[src/rtl/pla_id_seq_chk_mc_pkg.sv]
// Shared types and helpers for the multi-channel slice-ID sequence checker.
package pla_seq_pkg;

  typedef enum logic [2:0] {
    SEQ_INORD,
    SEQ_LOSS,
    SEQ_DUP,
    SEQ_OOO,
    SEQ_SYNC
  } seq_class_e;

  localparam int unsigned SAT_ARG_W = 32;

  // Saturating add clamped to 2^w-1; w is the counter width of the caller (<= 32).
  function automatic logic [SAT_ARG_W-1:0] sat_add(input logic [SAT_ARG_W-1:0] a,
                                                   input logic [SAT_ARG_W-1:0] b,
                                                   input int unsigned w);
    logic [SAT_ARG_W:0] sum;
    logic [SAT_ARG_W:0] lim;
    sum = {1'b0, a} + {1'b0, b};
    lim = (33'd1 << w) - 33'd1;
    return (sum > lim) ? lim[SAT_ARG_W-1:0] : sum[SAT_ARG_W-1:0];
  endfunction

endpackage

[src/rtl/pla_id_seq_chk_mc_classify.sv]
// Combinational slice classification: modular ID delta, class, last-ID update and resync decision.
module pla_seq_classify
  import pla_seq_pkg::*;
#(
  parameter int unsigned ID_W      = 15,
  parameter int unsigned LOSS_WIN  = 1024,
  parameter int unsigned RESYNC_TH = 4,
  parameter int unsigned RUN_W     = 3
) (
  input  logic [ID_W-1:0]  id,
  input  logic [ID_W-1:0]  last_id,
  input  logic             synced,
  input  logic [RUN_W-1:0] ooo_run,
  output seq_class_e       cls_c,
  output logic [ID_W-1:0]  delta_c,
  output logic             upd_last_c,
  output logic [RUN_W-1:0] run_nxt_c,
  output logic             resync_c
);

  logic [RUN_W-1:0] run_inc;

  always_comb begin
    delta_c    = id - last_id;
    run_inc    = ooo_run + RUN_W'(1);
    cls_c      = SEQ_OOO;
    upd_last_c = 1'b0;
    run_nxt_c  = ooo_run;
    resync_c   = 1'b0;
    if (!synced) begin
      cls_c      = SEQ_SYNC;
      upd_last_c = 1'b1;
      run_nxt_c  = '0;
    end else if (delta_c == ID_W'(1)) begin
      cls_c      = SEQ_INORD;
      upd_last_c = 1'b1;
      run_nxt_c  = '0;
    end else if (delta_c == ID_W'(0)) begin
      cls_c      = SEQ_DUP;
    end else if (32'(delta_c) <= 32'(LOSS_WIN)) begin
      cls_c      = SEQ_LOSS;
      upd_last_c = 1'b1;
      run_nxt_c  = '0;
    end else begin
      // Backward or far-forward jump; a run of these re-anchors the channel.
      cls_c = SEQ_OOO;
      if (32'(run_inc) == 32'(RESYNC_TH)) begin
        upd_last_c = 1'b1;
        run_nxt_c  = '0;
        resync_c   = 1'b1;
      end else begin
        run_nxt_c  = run_inc;
      end
    end
  end

endmodule

[src/rtl/pla_id_seq_chk_mc.sv]
// Multi-channel slice-ID sequence checker: per-channel ID tracking, loss/dup/OOO events and statistics.
module pla_id_seq_chk_mc
  import pla_seq_pkg::*;
#(
  parameter int unsigned CHN_NUM   = 8,
  parameter int unsigned ID_W      = 15,
  parameter int unsigned CNT_W     = 16,
  parameter int unsigned LOSS_WIN  = 1024,
  parameter int unsigned RESYNC_TH = 4,
  parameter logic [15:0] MARKER    = 16'h55D5,
  localparam int unsigned CHN_W    = (CHN_NUM > 1) ? $clog2(CHN_NUM) : 1
) (
  input  logic               I_pla_312m5_clk,
  input  logic               I_pla_rst,
  input  logic               I_pla_slice_en,
  input  logic [CHN_W-1:0]   I_pla_slice_chn,
  input  logic [ID_W-1:0]    I_pla_slice_id,
  input  logic [31:0]        I_pla_slice_payload,
  input  logic               I_cnt_clear,
  input  logic [CHN_W-1:0]   I_stat_chn,
  output logic               O_slice_lose_reg,
  output logic               O_slice_dup_reg,
  output logic               O_slice_ooo_reg,
  output logic [CHN_W-1:0]   O_event_chn,
  output logic [CNT_W-1:0]   O_slice_55D5_cnt,
  output logic [CNT_W-1:0]   O_slice_lose_cnt,
  output logic [CNT_W-1:0]   O_slice_dup_cnt,
  output logic [CNT_W-1:0]   O_slice_ooo_cnt,
  output logic [CNT_W-1:0]   O_resync_cnt,
  output logic [CHN_NUM-1:0] O_chn_synced
);

  localparam int unsigned RUN_W = $clog2(RESYNC_TH + 1);

  logic             en_d1;
  logic             en_hold;
  logic             chn_ok_c;
  logic             stat_ok_c;
  logic [CHN_W-1:0] chn_idx_c;
  logic [CHN_W-1:0] stat_idx_c;
  logic             start_c;
  logic             ev_c;
  logic             mark_hit_c;

  logic [ID_W-1:0]  last_id  [CHN_NUM];
  logic [RUN_W-1:0] ooo_run  [CHN_NUM];
  logic [CNT_W-1:0] lose_cnt [CHN_NUM];
  logic [CNT_W-1:0] dup_cnt  [CHN_NUM];
  logic [CNT_W-1:0] ooo_cnt  [CHN_NUM];
  logic [CNT_W-1:0] rsy_cnt  [CHN_NUM];

  seq_class_e       cls_c;
  logic [ID_W-1:0]  delta_c;
  logic [ID_W-1:0]  lose_inc_c;
  logic             upd_last_c;
  logic [RUN_W-1:0] run_nxt_c;
  logic             resync_c;

  // Channel range checks only exist when CHN_NUM leaves unused codes.
  generate
    if (CHN_NUM == (1 << CHN_W)) begin : g_chn_full
      assign chn_ok_c  = 1'b1;
      assign stat_ok_c = 1'b1;
    end else begin : g_chn_part
      assign chn_ok_c  = (32'(I_pla_slice_chn) < CHN_NUM);
      assign stat_ok_c = (32'(I_stat_chn) < CHN_NUM);
    end
  endgenerate

  // en_hold masks an enable that is still high when reset is released.
  assign chn_idx_c  = chn_ok_c ? I_pla_slice_chn : '0;
  assign stat_idx_c = stat_ok_c ? I_stat_chn : '0;
  assign start_c    = I_pla_slice_en & ~en_d1 & ~en_hold & chn_ok_c & ~I_cnt_clear;
  assign ev_c       = (cls_c == SEQ_LOSS) | (cls_c == SEQ_DUP) | (cls_c == SEQ_OOO);
  assign mark_hit_c = I_pla_slice_en & ((I_pla_slice_payload[15:0] == MARKER) |
                                        (I_pla_slice_payload[31:16] == MARKER));
  assign lose_inc_c = delta_c - ID_W'(1);

  pla_seq_classify #(
    .ID_W      (ID_W),
    .LOSS_WIN  (LOSS_WIN),
    .RESYNC_TH (RESYNC_TH),
    .RUN_W     (RUN_W)
  ) u_classify (
    .id         (I_pla_slice_id),
    .last_id    (last_id[chn_idx_c]),
    .synced     (O_chn_synced[chn_idx_c]),
    .ooo_run    (ooo_run[chn_idx_c]),
    .cls_c      (cls_c),
    .delta_c    (delta_c),
    .upd_last_c (upd_last_c),
    .run_nxt_c  (run_nxt_c),
    .resync_c   (resync_c)
  );

  // Start detection, event pulses and the global marker counter.
  always_ff @(posedge I_pla_312m5_clk or posedge I_pla_rst) begin
    if (I_pla_rst) begin
      en_d1            <= 1'b0;
      en_hold          <= 1'b1;
      O_slice_lose_reg <= 1'b0;
      O_slice_dup_reg  <= 1'b0;
      O_slice_ooo_reg  <= 1'b0;
      O_event_chn      <= '0;
      O_slice_55D5_cnt <= '0;
    end else begin
      en_d1 <= I_pla_slice_en;
      if (!I_pla_slice_en) begin
        en_hold <= 1'b0;
      end
      O_slice_lose_reg <= start_c & (cls_c == SEQ_LOSS);
      O_slice_dup_reg  <= start_c & (cls_c == SEQ_DUP);
      O_slice_ooo_reg  <= start_c & (cls_c == SEQ_OOO);
      if (start_c && ev_c) begin
        O_event_chn <= I_pla_slice_chn;
      end
      if (I_cnt_clear) begin
        O_slice_55D5_cnt <= '0;
      end else if (mark_hit_c) begin
        O_slice_55D5_cnt <= CNT_W'(sat_add(32'(O_slice_55D5_cnt), 32'd1, CNT_W));
      end
    end
  end

  // Per-channel sequence table; clear keeps last_id so the next slice re-syncs.
  always_ff @(posedge I_pla_312m5_clk or posedge I_pla_rst) begin
    if (I_pla_rst) begin
      O_chn_synced <= '0;
      for (int i = 0; i < CHN_NUM; i++) begin
        last_id[i] <= '1;
        ooo_run[i] <= '0;
      end
    end else if (I_cnt_clear) begin
      O_chn_synced <= '0;
      for (int i = 0; i < CHN_NUM; i++) begin
        ooo_run[i] <= '0;
      end
    end else if (start_c) begin
      O_chn_synced[chn_idx_c] <= 1'b1;
      ooo_run[chn_idx_c]      <= run_nxt_c;
      if (upd_last_c) begin
        last_id[chn_idx_c] <= I_pla_slice_id;
      end
    end
  end

  // Per-channel saturating statistics.
  always_ff @(posedge I_pla_312m5_clk or posedge I_pla_rst) begin
    if (I_pla_rst) begin
      for (int i = 0; i < CHN_NUM; i++) begin
        lose_cnt[i] <= '0;
        dup_cnt[i]  <= '0;
        ooo_cnt[i]  <= '0;
        rsy_cnt[i]  <= '0;
      end
    end else if (I_cnt_clear) begin
      for (int i = 0; i < CHN_NUM; i++) begin
        lose_cnt[i] <= '0;
        dup_cnt[i]  <= '0;
        ooo_cnt[i]  <= '0;
        rsy_cnt[i]  <= '0;
      end
    end else if (start_c) begin
      case (cls_c)
        SEQ_LOSS: lose_cnt[chn_idx_c] <= CNT_W'(sat_add(32'(lose_cnt[chn_idx_c]), 32'(lose_inc_c), CNT_W));
        SEQ_DUP:  dup_cnt[chn_idx_c]  <= CNT_W'(sat_add(32'(dup_cnt[chn_idx_c]), 32'd1, CNT_W));
        SEQ_OOO: begin
          ooo_cnt[chn_idx_c] <= CNT_W'(sat_add(32'(ooo_cnt[chn_idx_c]), 32'd1, CNT_W));
          if (resync_c) begin
            rsy_cnt[chn_idx_c] <= CNT_W'(sat_add(32'(rsy_cnt[chn_idx_c]), 32'd1, CNT_W));
          end
        end
        default: ;
      endcase
    end
  end

  // Registered statistics readout for the selected channel.
  always_ff @(posedge I_pla_312m5_clk or posedge I_pla_rst) begin
    if (I_pla_rst) begin
      O_slice_lose_cnt <= '0;
      O_slice_dup_cnt  <= '0;
      O_slice_ooo_cnt  <= '0;
      O_resync_cnt     <= '0;
    end else begin
      O_slice_lose_cnt <= stat_ok_c ? lose_cnt[stat_idx_c] : '0;
      O_slice_dup_cnt  <= stat_ok_c ? dup_cnt[stat_idx_c]  : '0;
      O_slice_ooo_cnt  <= stat_ok_c ? ooo_cnt[stat_idx_c]  : '0;
      O_resync_cnt     <= stat_ok_c ? rsy_cnt[stat_idx_c]  : '0;
    end
  end

endmodule

[config.mk]
export PLATFORM = sky130hd
export DESIGN_NAME = pla_id_seq_chk_mc
export DESIGN_NICKNAME = d
export VERILOG_FILES = /design/src/rtl/pla_id_seq_chk_mc_pkg.sv /design/src/rtl/pla_id_seq_chk_mc_classify.sv /design/src/rtl/pla_id_seq_chk_mc.sv
export SDC_FILE = /design/constraint.sdc
export NUM_CORES = 2
export LEC_CHECK = 0
export ABC_AREA = 1
export CORE_MARGIN = 8
export CORE_UTILIZATION = 56
export CTS_CLUSTER_SIZE = 28
export DETAILED_ROUTE_END_ITERATION = 10
export GPL_TIMING_DRIVEN = 1
export PLACE_DENSITY = 0.77
export SYNTH_ARGS = -nofsm -noshare
export SYNTH_HDL_FRONTEND = slang
export SYNTH_SLANG_ARGS = --single-unit
export TNS_END_PERCENT = 5
[constraint.sdc]
create_clock -name I_pla_312m5_clk -period 24.2 [get_ports I_pla_312m5_clk]
set_input_delay 4.84 -clock I_pla_312m5_clk [delete_from_list [all_inputs] [get_ports I_pla_312m5_clk]]
set_output_delay 4.84 -clock I_pla_312m5_clk [all_outputs]
set_load 0.02 [all_outputs]
Word-level counts from Yosys, hierarchy flattened --
Index checks and enable logic that the tools add are counted.
Storage, ports and cells: register bits 752, output and inout port bits 94, word-level logic and storage cells 205
Cells by class: equal/unequal tests 7, multiplexer cells 88, $add $sub $neg 8, $lt $le $gt $ge 11, reductions and logical operators 15, bitwise logic cells 16
Operators by type and width (number):
- $mux W128 | 13
- $bwmux W128 | 4
- $bmux W16 S3 | 8
- $mux W16 | 24
- $bwmux W120 | 1
- $gt A17 B16 Y1 const B | 5
- $add A16 B1 Y17 const B | 4
- $demux W16 S3 | 1
- $mux W24 | 2
- $bmux W15 S3 | 1
- $demux W15 S3 | 1
- $mux W15 | 3
- $mux W3 | 11
- $eq A16 B15 Y1 const B | 2
- $bwmux W24 | 1
- $add A16 B15 Y17 | 1
- $mux W8 | 2
- $eq A15 B1 Y1 const B | 1
- $le A15 B11 Y1 const B | 1
- $logic_not A15 Y1 | 1
- $sub A15 B1 Y15 const B | 1
- $sub A15 B15 Y15 | 1
- $reduce_bool A2 Y1 | 6
- $mux W1 | 11
- 21 further kinds | 39

Longest topological paths before layout --
depth in word-level cells 15, mapped depth 38

Cells and area by module --
Synthesis repeated with hierarchy kept, for this count alone.
Unflattened totals: cells, all modules 6059, area total of the unflattened synthesis 42049.1 sq um
By module, submodules not included:
- pla_id_seq_chk_mc | cells each 5787, area an instance 40634.0 sq um, instances 1
- pla_seq_classify | cells each 272, area an instance 1415.1 sq um, instances 1

Least setup slack after synthesis --
No wires, ideal clock.
path type input-to-reg, start point in I_pla_slice_chn[0], end point reg lose_cnt[0] (netlist name), arrival 10.115 ns, path buffers 5, path slack 13.952 ns, stages 34, data required time 24.067 ns, cells stage by stage inv_2 > buf_6 > buf_4 > nand3_2 > inv_1 > clkbuf_1 > clkbuf_1 > a22oi_1 > nand4_1 > ha_1 > inv_1 > fa_1 > nand3_1 > nand3_1 > xnor2_1 > nand3_1 > nand3b_1 > nor3b_1 > nand4_1 > nor3_1 > xor2_1 > ha_1 > nand2_1 > inv_1 > a221o_1 > a31oi_1 > nand2_1 > nand2_1 > nand2_1 > nand2_1 > clkbuf_1 > nand2_1 > nand2_1 > o21ai_0
On the way: word-level cells in the longest chain between the ends 13, elaborated cells between the ends (all ways) 33
RTL lines:
- start, declared | RTL line pla_id_seq_chk_mc.sv:16 | input logic [CHN_W-1:0] I_pla_slice_chn,
- $not A3 Y4 (implied by the code) | RTL line pla_id_seq_chk_mc.sv:86, pla_id_seq_chk_mc.sv:165
- $bmux W15 S3 | RTL line pla_id_seq_chk_mc.sv:86 | .last_id (last_id[chn_idx_c]),
- $mux W15 (implied by the code) (2 in series) | RTL line pla_id_seq_chk_mc.sv:86
- $sub A15 B15 Y15 | RTL line pla_id_seq_chk_mc_classify.sv:24 | delta_c = id - last_id;
- $sub A15 B1 Y15 or $le A15 B11 Y1 (tied branches) | RTL line pla_id_seq_chk_mc.sv:77, pla_id_seq_chk_mc_classify.sv:40
- $add A16 B15 Y17 or $mux W2 (tied branches) | RTL line pla_id_seq_chk_mc_pkg.sv:20, pla_id_seq_chk_mc_classify.sv:40
- $gt A17 B16 Y1 or $mux W3 (tied branches) | RTL line pla_id_seq_chk_mc_pkg.sv:22, pla_id_seq_chk_mc_classify.sv:38
- $mux W16 or $mux W3 (tied branches) | RTL line pla_id_seq_chk_mc_pkg.sv:22, pla_id_seq_chk_mc_classify.sv:34
- $bwmux W128 or $mux W3 (tied branches) | RTL line pla_id_seq_chk_mc.sv:165, pla_id_seq_chk_mc_classify.sv:30
- $mux W128 or $eq A3 B1 Y1 (tied branches) | RTL line pla_id_seq_chk_mc.sv:164 | case (cls_c)
- $mux W128 or $reduce_bool A2 Y1 (tied branches)
- $mux W128 or $reduce_and A2 Y1 (tied branches)
- end signal, assigned by index | RTL line pla_id_seq_chk_mc.sv:165 | SEQ_LOSS: lose_cnt[chn_idx_c] <= CNT_W'(sat_add(32'(lose_cnt[chn_idx_c]), 32'(lose_inc_c), CNT_W));
- end, declared | RTL line pla_id_seq_chk_mc.sv:47 | logic [CNT_W-1:0] lose_cnt [CHN_NUM];
Parallel ways exist; a longest one is shown, timed or not. The select of a mux whose other input is x is not followed. A chain may end at the register's enable or synchronous reset.

Final worst setup path --
start point in I_pla_slice_chn[1], end point reg lose_cnt[103] (netlist name)
The elaborated chain is that of the path after synthesis.

==> results.json <==
{
  "drtIter0Drc": 5588,
  "crit_path_start_kind": "input pin",
  "cts_root_buf": "clkbuf_16",
  "grtUsageMet1": 0.4240,
  "cp_common_cell": "nand2_1",
  "synthesis.area_um2": 42500,
  "synthAdderAreaFrac": 0.01360,
  "dieArea_um2": 84960,
  "internal-power_mw": 2.271,
  "cts_tree": "done",
  "hpwl_mm": 85.29,
  "ys_top_cells_by_area": "dfrtp_1, nand2_1, dfstp_2",
  "relSlewSlack": 0.2145,
  "use_met3": 0.08502,
  "synthMuxAreaShare": 0,
  "clock_skew_ns": 0.03372,
  "status": "completed",
  "hp-class": "register to register",
  "p_comb_frac": 0.159,
  "dr.pass1.iters": 6,
  "drc": 0,
  "rsz0062_at_grt": "no",
  "place_ws_ns": 12.01,
  "ctsResizeCount": 0,
  "post_synth_and_or_nand_nor_area_fraction": 0.3258,
  "power.net_switching_uw": 942.2,
  "netlist-cell-type-count": 51,
  "yosysWarnings": 0,
  "gp_congestion": 0.9290,
  "yosys_most_used_dff": "dfrtp_1",
  "synthCells": 5901,
  "synth_area_leader_cell": "dfrtp_1",
  "synth_edf_count": 0,
  "ys_seq_area_frac": 0.4464,
  "row_count": 101,
  "finalSetupViolCount": 0,
  "p_seq_frac": 0.426,
  "max-cap-violations": 0,
  "cp.buffers_inverters": 7,
  "fin_cells": 6906,
  "ys_ff_latch": 752,
  "tns_ns": 0,
  "synth_fp_nets": 6003,
  "p_clk_frac": 0.415,
  "die_y_um": 291.5,
  "busiest_layer": "met2",
  "ir_drop_v": 0.00006243,
  "power.density_nw_per_um2": 68.27,
  "grt_max_degree": 178,
  "tightest_slew_ns": 1.177,
  "ctsHoldBuffers": 0,
  "synth-xor-area-share": 0.01010,
  "ant_nets": 0,
  "start_util": 0.5624,
  "layout_common_cells": "nand2_1, dfrtp_1, o21ai_0",
  "crit_fanout": 32,
  "arrival_ns": 12.22,
  "synth_top_area_frac": 0.3715,
  "power_mw": 3.213,
  "place_area_um2": 44200,
  "fillers": 6730,
  "fin_nets": 5958,
  "grtUsageMet2": 0.5042,
  "fin_crit_ns": 11.73,
  "layout_commonest_cell": "nand2_1",
  "drive_gt1_frac": 0.07495,
  "cts_setup_buffers": 0,
  "slowest_stage": "nand2_1",
  "routed_wl_mm": 144.0,
  "grt_overflow": 0,
  "cts_buffer_depth": 3,
  "area_growth_pct": 10.73,
  "syn_area_per_cell_um2": 7.202,
  "hold_viol_final": 0,
  "endpoint_kind": "register",
  "cts_buffers": 83,
  "grt_use_total": 0.3267,
  "synth_compound_area_frac": 0.1318,
  "post-route-period-util": 0.4847,
  "htreeDepth": 3,
  "stdcell_area_um2": 47060,
  "antenna_found_initial": 6,
  "first_global_vias": 40100,
  "setup_ws_ns": 12.47,
  "die_x_um": 291.5,
  "crit_family": "simple AND/OR/NAND/NOR gates",
  "wire_per_inst_um": 20.85,
  "routed-via-count": 42283,
  "portBuffers": 150,
  "leakage_nw": 23.14,
  "async_reset_ff_frac": 1.000,
  "required_ns": 24.69,
  "synth_top_family_by_area": "simple AND/OR/NAND/NOR gates",
  "routed_via_density": 6.123,
  "grt_pass1_wl_mm": 223.6,
  "pin_count": 151,
  "switching_share": 0.2933,
  "max_freq_mhz": 85.25,
  "dp_cells": 6749,
  "clkLatencyLatePin_ns": 0.66,
  "clk_pin_slew_ns": 0.06,
  "slew_violations": 0,
  "crit_type": "input pin to register",
  "critPathMaxStageDelay_ns": 0.58,
  "core-area_um2": 75570,
  "cts_num_sinks": 752
}
==> worst min-delay path, stage by stage, from the launching register on <==
cell and delay [ns]:
dfstp_2 0.37, nand2_1 0.05, inv_1 0.03
==> metrics by stage <==
step           utilization  hold WS, ns
3_5_place_dp        0.5849       0.4404
2_1_floorplan            -       0.4304
6_report            0.6227       0.4499
3_3_place_gp        0.5849       0.4394
5_1_grt             0.6226       0.4713
4_1_cts             0.6226       0.4511
==> power by group through the flow <==
stage	logic, mW	clock network (mW)	registers [mW]
CTS	0.499	1.34	1.37
global placement	0.492	0	1.39
floorplan	0.322	0	1.39
global route	0.555	1.39	1.37
finish	0.512	1.33	1.37
detailed placement	0.497	0	1.39
==> metal layers <==
metal  share of wire  up-vias  routed length (um)
li1                -    19089                   -
met1            0.38    19853               54430
met2            0.44     2779               63820
met3            0.13      558               18460
met4           0.050        4                7262
met5         0.00016        -                  23
==> final timing paths <==
| check | from | to | slack [ns] | cells past startpoint |
|---|---|---|---|---|
| setup / recovery | I_pla_slice_chn[1] | lose_cnt[103] | 12.47 | 31 |
| min in group asynchronous | I_pla_rst | rsy_cnt[54] | 4.70 | 2 |
| hold / removal | en_hold | en_hold | 0.45 | 2 |
| hold reg to reg | en_hold | en_hold | 0.45 | 2 |
| max in group asynchronous | I_pla_rst | dup_cnt[2] | 15.73 | 6 |
| setup reg to reg | last_id[0] | lose_cnt[103] | 18.38 | 27 |
==> cell families (layout without fill, tap and decap cells) <==
kind of cell               Yosys count  after routing
AOI/OAI and AO/OA                 1019           1019
xor gates and xnor gates            49             49
adders and majority gates           45             45
buffers and inverters              731            754
DFF                                752            752
other                                0              4
and+or+nand+nor                   3305           3305
==> final cells by class <==
cell class | instances | area (um2) | area share
multi-input cells | 4418 | 20510 | 0.4359
flip-flops and latches | 752 | 18970 | 0.4031
clock buffers | 121 | 2475 | 0.05259
repair buffers | 217 | 2036 | 0.04326
inverters | 384 | 1458 | 0.03097
well taps | 978 | 1224 | 0.02600
clock inverters | 32 | 375.4 | 0.007976
diodes | 4 | 10.01 | 0.0002127
==> synth_stat cells, types with 17 or more instances <==
cell type and count:
nand2_1 2349, dfrtp_1 631, o21ai_0 572, nand3_1 445, inv_1 366, nor2_1 328
clkbuf_1 187, a21oi_1 136, dfstp_2 121, o22ai_1 89, buf_2 70, a31oi_1 66
o21ai_1 52, buf_1 43, ha_1 43, nand4_1 43, o211ai_1 34, xor2_1 34
buf_4 32, nand3_4 30, a22oi_1 21, nand2_2 20, nor2_2 18, nor3_1 17
(Power assumes the default switching activity.)
==> patch, RTL diff (same settings) <==
`ID_W` is set to 15 in 2 places; all go to 30.
--- a/src/rtl/pla_id_seq_chk_mc_classify.sv
+++ b/src/rtl/pla_id_seq_chk_mc_classify.sv
@@ -2,7 +2,7 @@
 module pla_seq_classify
   import pla_seq_pkg::*;
 #(
-  parameter int unsigned ID_W      = 15,
+  parameter int unsigned ID_W      = 30,
   parameter int unsigned LOSS_WIN  = 1024,
   parameter int unsigned RESYNC_TH = 4,
   parameter int unsigned RUN_W     = 3
--- a/src/rtl/pla_id_seq_chk_mc.sv
+++ b/src/rtl/pla_id_seq_chk_mc.sv
@@ -3,7 +3,7 @@
   import pla_seq_pkg::*;
 #(
   parameter int unsigned CHN_NUM   = 8,
-  parameter int unsigned ID_W      = 15,
+  parameter int unsigned ID_W      = 30,
   parameter int unsigned CNT_W     = 16,
   parameter int unsigned LOSS_WIN  = 1024,
   parameter int unsigned RESYNC_TH = 4,
Interface: changed (resized I_pla_slice_id); port bits go from 151 to 166. No check against the original RTL was run, so the function may have changed too.
==> patch against the unedited design <==
- sequential cell count is 120 higher
- power is 20% higher
- worst setup slack worse by 0.81 ns
- area after synthesis is 16% higher
- first-iteration DRC count is 7.0% higher
- design area is 16% higher
- via count is 13% higher
- wire length is 19% higher
- global-route usage is 1.5 points higher
- sequential share of layout area is 0.16 points higher
- critical path type unchanged
- critical endpoint is now last_id[89]
- largest cell class unchanged
==> patch: results (changes against the unedited design) <==
status=complete, no violations; Crit path largest cell delay=1.15 ns (+0.57 ns); worst setup path startpoint=I_pla_slice_chn[0]; placed instance area=51470 um^2 (+16%); static leakage power=0.02651 uW (+15%); largest cells by area after synthesis=dfrtp_1 32%, nand2_1 21%, dfstp_2 13%; ratio of cells with drive above 1 in the final layout=0.1023 (+0.02735); Setup crit end=last_id[89]; combinational power share=0.186 (+0.027); register area=22120 um^2 (+17%); Gate Count Post-Synth=6643 (+13%); diode count=0 (-4); Clock Buffer Count=129 (+6.6%); post-route non-filler standard cell count=7851 (+14%); GRT Overall Usage=0.3418 (+0.01506); first-pass GRT wire length=266800 um (+19%); Num CTS Buffers=93 (+12%); r2r worst-path depth=30 (+11%); invs w/o clock=523 (+36%); Cell variety after synth=64 (+25%); dpl cells=7681 (+14%); Tmin final=12.54 ns (+0.8078 ns); post-DP HPWL=107100 um (+26%); top cells by count, synth=2718 x nand2_1, 631 x dfrtp_1, 488 x inv_1; clk tree area frac=0.05827 (-0.002292)
[patch: cell types whose count changed after synthesis, moves of 30 or more]
cell,delta
nand2_1,+369
inv_1,+122
a221oi_1,+95
o21ai_0,-194
a22oi_1,+46
nand4_1,+54
a21oi_1,+32
o21ai_1,-30
nand3_1,-81
dfstp_2,+120
[patch: cell families (layout without fill, tap and decap cells)]
kind of cell,after synthesis,in the layout,share of synthesized area
fa+ha+maj,62,62,0.01602
compound gates,1020,1020,0.1275
xor+xnor,78,78,0.01400
flops,872,872,0.4483
buf+inv,884,927,0.07381
simple gates,3727,3727,0.3204
[patch: worst max-delay path, delay by kind of cell]
kind / cells / cell delay, ns
AOI/OAI and AO/OA: 2 / 0.53
buffers and inverters: 8 / 3.39
xor gates and xnor gates: 1 / 0.37
and+or+nand+nor: 19 / 3.34
adders and majority gates: 1 / 0.45
